<file path="src/rtl/smooth_pkg.sv">
// Shared sizing, mode-clamp and rounding helpers for smooth_avg_ch.
// Optional build macro: SMOOTH_ROUND_EN selects round-half-up averaging instead of floor.
package smooth_pkg;

`ifdef SMOOTH_ROUND_EN
   localparam bit RoundEn = 1'b1;
`else
   localparam bit RoundEn = 1'b0;
`endif

   function automatic int unsigned sum_width(int unsigned dw, int unsigned max_log2);
      return dw + max_log2;
   endfunction

   function automatic int unsigned clamp_k(int unsigned mode, int unsigned max_log2);
      return (mode > max_log2) ? max_log2 : mode;
   endfunction

   // Half an LSB of the shifted result; zero for k = 0 or when flooring.
   function automatic int unsigned rnd_const(int unsigned k);
      return (RoundEn && k != 0) ? (32'd1 << (k - 1)) : 32'd0;
   endfunction

endpackage

</file>
<file path="src/rtl/smooth_avg_ch_if.sv">
// Sample/result bus of the moving-average smoother.
interface smooth_avg_ch_if #(
   parameter int unsigned DW       = 16,
   parameter int unsigned CH       = 2,
   parameter int unsigned MAX_LOG2 = 4
);
   localparam int unsigned KW = $clog2(MAX_LOG2 + 1);

   logic             v_sync;
   logic [KW-1:0]    mode;
   logic [CH*DW-1:0] in_data;
   logic [CH*DW-1:0] out_data;
   logic             out_valid;
   logic             out_settled;

   modport master (
      output v_sync, mode, in_data,
      input  out_data, out_valid, out_settled
   );

   modport slave (
      input  v_sync, mode, in_data,
      output out_data, out_valid, out_settled
   );
endinterface

</file>
<file path="src/rtl/smooth_chan.sv">
// One smoother channel: sample ring buffer, running window sum and registered output.
module smooth_chan
   import smooth_pkg::*;
#(
   parameter int unsigned DW       = 16,
   parameter int unsigned MAX_LOG2 = 4
) (
   input  logic                                    clk_i,
   input  logic                                    rst_i,
   input  logic                                    stb_i,
   input  logic                                    flush_i,
   input  logic                                    drop_i,
   input  logic [MAX_LOG2-1:0]                     wr_ptr_i,
   input  logic [MAX_LOG2-1:0]                     rd_ptr_i,
   input  logic [DW-1:0]                           sample_i,
   input  logic                                    pend_i,
   input  logic                                    settled_i,
   input  logic [$clog2(MAX_LOG2+1)-1:0]           k_i,
   input  logic [sum_width(DW, MAX_LOG2)-1:0]      rnd_i,
   output logic [DW-1:0]                           out_o
);
   localparam int unsigned Depth = 2 ** MAX_LOG2;
   localparam int unsigned SW    = sum_width(DW, MAX_LOG2);

   logic [DW-1:0]        mem_q [Depth];
   logic signed [SW-1:0] sum_q, sum_d, new_ext, old_ext, rounded;
   logic [DW-1:0]        newest_q, out_q, out_d;

   assign new_ext = SW'($signed(sample_i));
   assign old_ext = SW'($signed(mem_q[rd_ptr_i]));

   always_ff @(posedge clk_i) begin
      if (stb_i) mem_q[wr_ptr_i] <= sample_i;
   end

   always_comb begin
      sum_d = sum_q;
      if (flush_i) begin
         sum_d = stb_i ? new_ext : '0;
      end else if (stb_i) begin
         sum_d = drop_i ? sum_q + new_ext - old_ext : sum_q + new_ext;
      end
      rounded = sum_q + $signed(rnd_i);
      out_d   = out_q;
      if (pend_i) out_d = settled_i ? DW'(rounded >>> k_i) : newest_q;
   end

   always_ff @(posedge clk_i) begin
      if (rst_i) begin
         sum_q    <= '0;
         newest_q <= '0;
         out_q    <= '0;
      end else begin
         sum_q    <= sum_d;
         newest_q <= stb_i ? sample_i : newest_q;
         out_q    <= out_d;
      end
   end

   assign out_o = out_q;
endmodule

</file>
<file path="src/rtl/smooth_avg_ch.sv">
// Multi-channel 2^k moving-average smoother; owns strobe detect, write pointer, fill and flush.
// Optional build macro: SMOOTH_ROUND_EN (see smooth_pkg).
module smooth_avg_ch
   import smooth_pkg::*;
#(
   parameter int unsigned DW       = 16,
   parameter int unsigned CH       = 2,
   parameter int unsigned MAX_LOG2 = 4
) (
   input  logic            clk,
   input  logic            reset,
   smooth_avg_ch_if.slave  bus
);
   localparam int unsigned KW = $clog2(MAX_LOG2 + 1);
   localparam int unsigned FW = MAX_LOG2 + 1;
   localparam int unsigned SW = sum_width(DW, MAX_LOG2);

   logic                v_sync_q, stb, flush, full, drop;
   logic [KW-1:0]       k_clamp, k_q;
   logic [MAX_LOG2-1:0] wr_ptr_q, wr_ptr_d, rd_ptr;
   logic [FW-1:0]       fill_q, fill_d, win_cur, win_new;
   logic                pend_q, pend_settled_q, pend_settled_d;
   logic                out_valid_q, out_settled_q, out_settled_d;
   logic [SW-1:0]       rnd;
   logic [DW-1:0]       ch_out [CH];

   assign k_clamp = KW'(clamp_k(32'(bus.mode), MAX_LOG2));
   assign stb     = bus.v_sync & ~v_sync_q & ~reset;
   assign flush   = k_clamp != k_q;
   assign win_cur = FW'(1) << k_q;
   assign win_new = FW'(1) << k_clamp;
   assign full    = fill_q == win_cur;
   assign drop    = full & ~flush;
   // For the maximum window the truncated offset is 0, so the oldest slot is wr_ptr itself.
   assign rd_ptr  = wr_ptr_q - win_cur[MAX_LOG2-1:0];
   assign rnd     = SW'(rnd_const(32'(k_q)));

   always_comb begin
      fill_d = fill_q;
      if (flush) begin
         fill_d = stb ? FW'(1) : '0;
      end else if (stb && !full) begin
         fill_d = fill_q + FW'(1);
      end
      wr_ptr_d       = stb ? wr_ptr_q + MAX_LOG2'(1) : wr_ptr_q;
      pend_settled_d = fill_d == win_new;
      out_settled_d  = out_settled_q;
      if (flush) begin
         out_settled_d = 1'b0;
      end else if (pend_q) begin
         out_settled_d = pend_settled_q;
      end
   end

   always_ff @(posedge clk) begin
      if (reset) begin
         v_sync_q       <= 1'b1;
         k_q            <= k_clamp;
         wr_ptr_q       <= '0;
         fill_q         <= '0;
         pend_q         <= 1'b0;
         pend_settled_q <= 1'b0;
         out_valid_q    <= 1'b0;
         out_settled_q  <= 1'b0;
      end else begin
         v_sync_q       <= bus.v_sync;
         k_q            <= k_clamp;
         wr_ptr_q       <= wr_ptr_d;
         fill_q         <= fill_d;
         pend_q         <= stb;
         pend_settled_q <= pend_settled_d;
         out_valid_q    <= pend_q;
         out_settled_q  <= out_settled_d;
      end
   end

   for (genvar c = 0; c < CH; c++) begin : g_chan
      smooth_chan #(
         .DW       (DW),
         .MAX_LOG2 (MAX_LOG2)
      ) u_chan (
         .clk_i     (clk),
         .rst_i     (reset),
         .stb_i     (stb),
         .flush_i   (flush),
         .drop_i    (drop),
         .wr_ptr_i  (wr_ptr_q),
         .rd_ptr_i  (rd_ptr),
         .sample_i  (bus.in_data[c*DW +: DW]),
         .pend_i    (pend_q),
         .settled_i (pend_settled_q),
         .k_i       (k_q),
         .rnd_i     (rnd),
         .out_o     (ch_out[c])
      );
   end

   always_comb begin
      bus.out_data = '0;
      for (int c = 0; c < CH; c++) bus.out_data[c*DW +: DW] = ch_out[c];
   end

   assign bus.out_valid   = out_valid_q;
   assign bus.out_settled = out_settled_q;
endmodule
</file>
<file path="src/flat_wrapper.sv">
// flat-port wrapper written by rule: the top's interface ports become plain ports
module smooth_avg_ch_flat import smooth_pkg::*;
#(
   parameter int unsigned DW       = 16,
   parameter int unsigned CH       = 2,
   parameter int unsigned MAX_LOG2 = 4
)
  (clk, reset, bus_v_sync, bus_mode, bus_in_data, bus_out_data, bus_out_valid, bus_out_settled);
  smooth_avg_ch_if #(.DW(DW), .CH(CH), .MAX_LOG2(MAX_LOG2)) bus_i ();
  input  logic clk;
  input  logic reset;
  input wire logic [$bits(bus_i.v_sync)-1:0] bus_v_sync;
  input wire logic [$bits(bus_i.mode)-1:0] bus_mode;
  input wire logic [$bits(bus_i.in_data)-1:0] bus_in_data;
  output wire logic [$bits(bus_i.out_data)-1:0] bus_out_data;
  output wire logic [$bits(bus_i.out_valid)-1:0] bus_out_valid;
  output wire logic [$bits(bus_i.out_settled)-1:0] bus_out_settled;
  assign bus_i.v_sync = bus_v_sync;
  assign bus_i.mode = bus_mode;
  assign bus_i.in_data = bus_in_data;
  assign bus_out_data = bus_i.out_data;
  assign bus_out_valid = bus_i.out_valid;
  assign bus_out_settled = bus_i.out_settled;
  smooth_avg_ch #(.DW(DW), .CH(CH), .MAX_LOG2(MAX_LOG2)) u_core (.clk(clk), .reset(reset), .bus(bus_i));
endmodule
</file>
<file path="config.mk">
export PLATFORM = sky130hd
export DESIGN_NAME = smooth_avg_ch_flat
export DESIGN_NICKNAME = d
export VERILOG_FILES = /design/src/rtl/smooth_pkg.sv /design/src/rtl/smooth_avg_ch_if.sv /design/src/rtl/smooth_chan.sv /design/src/rtl/smooth_avg_ch.sv /design/src/flat_wrapper.sv
export SDC_FILE = /design/constraint.sdc
export NUM_CORES = 1
export LEC_CHECK = 0
export CORE_UTILIZATION = 45
export CTS_CLUSTER_DIAMETER = 50
export DETAILED_ROUTE_END_ITERATION = 8
export PLACE_DENSITY = 0.62
export SLEW_MARGIN = 40
export SYNTH_ARGS = -nofsm -noshare
export SYNTH_HDL_FRONTEND = slang
export SYNTH_HIERARCHICAL = 1
export SYNTH_SLANG_ARGS = --single-unit
</file>
<file path="constraint.sdc">
create_clock -name clk -period 14.4 [get_ports clk]
set_clock_uncertainty 0.15 [all_clocks]
set_input_delay 2.88 -clock clk [delete_from_list [all_inputs] [get_ports clk]]
set_output_delay 2.88 -clock clk [all_outputs]
set_load 0.03 [all_outputs]
</file>
==> flow_metrics.env <==
export IMPL_outcome="complete, no violations"
export IMPL_use_met3_pct=3.229
export IMPL_clkTransAtPathRegs_ns=0.06
export IMPL_place_hpwl_mm=50.79
export IMPL_htree_levels=3
export IMPL_async_flop_share_pct=0
export IMPL_first_iter_violations=1834
export IMPL_drv_slew=0
export IMPL_met2_usage_pct=35.41
export IMPL_vdd_drop_max_uv=88.31
export IMPL_r2r_cells=22
export IMPL_crit_reg2reg_launch="u_core/k_q[2]$_DFF_P_"
export IMPL_worstPathMaxFanout=19
export IMPL_die_w_um=271.5
export IMPL_synth_warnings=6
export IMPL_syn_to_final_growth_pct=13.67
export IMPL_grtUsageTotal_pct=21.56
export IMPL_ys_seq_area_share_pct=54.47
export IMPL_cap_violations=0
export IMPL_layout_cells_most_common="edfxtp_1"
export IMPL_die_height_um=271.5
export IMPL_grt_antenna_before_repair=3
export IMPL_p_leak_nw=13.04
export IMPL_synth_area_sq_um=32670
export IMPL_synth_ff_latch_count=633
export IMPL_yosys_most_used_dff="edfxtp_1"
export IMPL_finalSetupViolCount=0
export IMPL_final_cell_mix="512 x edfxtp_1, 178 x nor2_1, 155 x mux4_2, 149 x a21oi_1, 121 x dfxtp_1"
export IMPL_min_path_type="flop to flop"
export IMPL_wire_per_inst_um=21.89
export IMPL_place_area_sq_um=34750
export IMPL_postCtsSetupRepairBufs=0
export IMPL_drt_total_wl_mm=79.42
export IMPL_cts_buffers=73
export IMPL_hold_depth=2
export IMPL_critPathArrivalTime_ns=8.40
export IMPL_post_route_util_pct=51.86
export IMPL_syn_inst=2490
export IMPL_fin_area_sq_um=37140
export IMPL_cts_tree="yes"
export IMPL_rsz0062_at_grt="false"
export IMPL_crit_path_end_kind="flop"
export IMPL_dr_pass1_iters=5
export IMPL_power_density_nw_per_um2=122.4
export IMPL_cts_sinks=633
export IMPL_period_needed_ns=8.049
export IMPL_setup_tns_final_ns=0
export IMPL_globalplace_congestion=0.9045
export IMPL_finalHoldViolCount=0
export IMPL_critPathLaunchType="primary input"
export IMPL_vias=21370
export IMPL_max_freq_mhz=124.2
export IMPL_design_core_area_sq_um=71610
export IMPL_crit_start="bus_in_data[24]"
export IMPL_synth_cell_types=108
export IMPL_dieArea_sq_um=73690
export IMPL_min_from="u_core/g_chan[0].u_chan/out_o[0]$_SDFFE_PP0P_"
export IMPL_hold_path_end="u_core/g_chan[0].u_chan/out_o[0]$_SDFFE_PP0P_"
export IMPL_max_slew_margin_pct=43.47
export IMPL_reg2reg_slack_ns=7.15
export IMPL_cts_repair_resized=0
export IMPL_drive_gt1_share_pct=15.80
export IMPL_criticalPathCategory="primary input to flop"
export IMPL_io_buffers=71
export IMPL_drc=0
export IMPL_clockBufferDepth=3
export IMPL_grt_pass1_wl_mm=123.5
export IMPL_pin_count=72
export IMPL_syn_area_per_cell_sq_um=13.12
export IMPL_ant_nets=0
export IMPL_grt_max_degree=92
export IMPL_post_route_period_util_pct=55.90
export IMPL_gr_usage_met1_pct=30.15
export IMPL_rows=98
export IMPL_busiest_layer="met2"
export IMPL_root_buffer="clkbuf_16"
export IMPL_gr_total_overflow=0
export IMPL_first_global_vias=21230
export IMPL_viasPerCell=5.890
export IMPL_holdBufCountCts=0
export IMPL_clk_latency_ns=0.63
export IMPL_worst_r2r_endpoint="u_core/g_chan[1].u_chan/sum_q[19]$_SDFFE_PP0P_"
export IMPL_cp_data_required_time_ns=14.75
export IMPL_tightest_slew_ns=0.8427
export IMPL_fin_nets=2778
export IMPL_synth_edf_count=512
export IMPL_start_util_pct=45.63
==> synth_stat cells (all sizes together) (40+ instances only) <==
cell type	count	area, sq um
nor2	202	758.2
edfxtp	512	15370
xnor2	67	586.8
mux4	166	3780
mux2i	74	744.5
nand2	118	442.9
o21ai	97	489.2
and3	40	256.5
dfxtp	121	2422
xor2	40	350.3
a21o	43	322.8
a211oi	45	337.8
a21oi	150	754.5
clkbuf	78	312.8
buf	46	284.0
nand3	43	215.2
ha	115	1439
inv	87	326.6
==> per-layer routing <==
| metal | share of wire [%] | routed length [um] |
|---|---|---|
| met5 | 0 | 0 |
| met4 | 1.5 | 1210 |
| met3 | 5.6 | 4452 |
| met2 | 47 | 37640 |
| met1 | 45 | 36120 |
==> power breakdown <==
part	switching [mW]	internal, mW	total, mW
combinational	0.425	0.317	0.742
sequential	0.00727	1.98	1.99
clock	0.776	1.04	1.81
==> worst max-delay path, cell delays in order <==
cell             delay [ns]
clkdlybuf4s50_1        0.85
ha_1                   0.65
nand3_1                0.17
nor4_1                 0.47
nor2_1                 0.18
a211oi_1               0.38
or3_1                  0.20
ha_1                   0.27
o21a_1                 0.20
o21ai_0                0.28
nor2_1                 0.08
o21ai_0                0.15
o31ai_1                0.11
o41ai_1                0.70
or3_1                  0.22
nand4_1                0.11
o21ai_0                0.15
or3b_1                 0.35
==> logic make-up (layout without fill, tap and decap cells) <==
family	count (synthesis)	count (layout)	share of synthesized area [%]
AOI/OAI and AO/OA	543	543	11.07
and+or+nand+nor	615	615	9.531
muxes	251	251	14.23
DFF	633	633	54.47
adders and majority gates	123	123	4.867
other	1	44	0.01148
xor gates and xnor gates	108	108	2.937
buffers and inverters	216	361	2.884
==> flip-flops by register name, summed over array words and instances, names as in the netlist <==
signal	flops
u_core/pend_settled_q	1
u_core/g_chan.u_chan/out_o	32
u_core/pend_q	1
u_core/fill_q	5
u_core/v_sync_q	1
u_core/k_q	3
u_core/wr_ptr_q	4
u_core/bus.out_valid	1
u_core/g_chan.u_chan/mem_q	512
u_core/bus.out_settled	1
u_core/g_chan.u_chan/sum_q	40
u_core/g_chan.u_chan/newest_q	32
==> layout make-up <==
class                   instances  area (sq um)
inverters                      92         362.8
well taps                     950          1189
clock buffers                  84          1889
flip-flops and latches        633         17800
clock inverters                50         501.7
fillers                      6034         34470
repair buffers                135          1181
diodes                          1         2.502
multi-input cells            1683         14220
==> worst max-delay path by stage <==
stage	depth (start not counted)	slack (ns)	to
CTS	19	6.50	u_core/g_chan[1].u_chan/sum_q[19]$_SDFFE_PP0P_
floorplan	19	7.24	u_core/g_chan[1].u_chan/sum_q[19]$_SDFFE_PP0P_
global placement	19	6.04	u_core/g_chan[1].u_chan/sum_q[19]$_SDFFE_PP0P_
finish	18	6.35	u_core/g_chan[1].u_chan/sum_q[19]$_SDFFE_PP0P_
global route	18	5.94	u_core/g_chan[1].u_chan/sum_q[19]$_SDFFE_PP0P_
detailed placement	19	5.89	u_core/g_chan[1].u_chan/sum_q[19]$_SDFFE_PP0P_
==> per-stage QoR <==
stage               worst slack (ns)  hold WS, ns  cells  power [mW]
finish                         6.351       0.3199   3628       4.547
global route                   5.943       0.3365   3628       4.724
CTS                            6.504       0.3237   3627       4.581
detailed placement             5.885       0.3091   3493       2.766
global placement               6.044       0.3012   3493       2.748
floorplan                      7.238       0.2969   2532       2.579
Note: power is estimated with default switching activity, not from simulation.
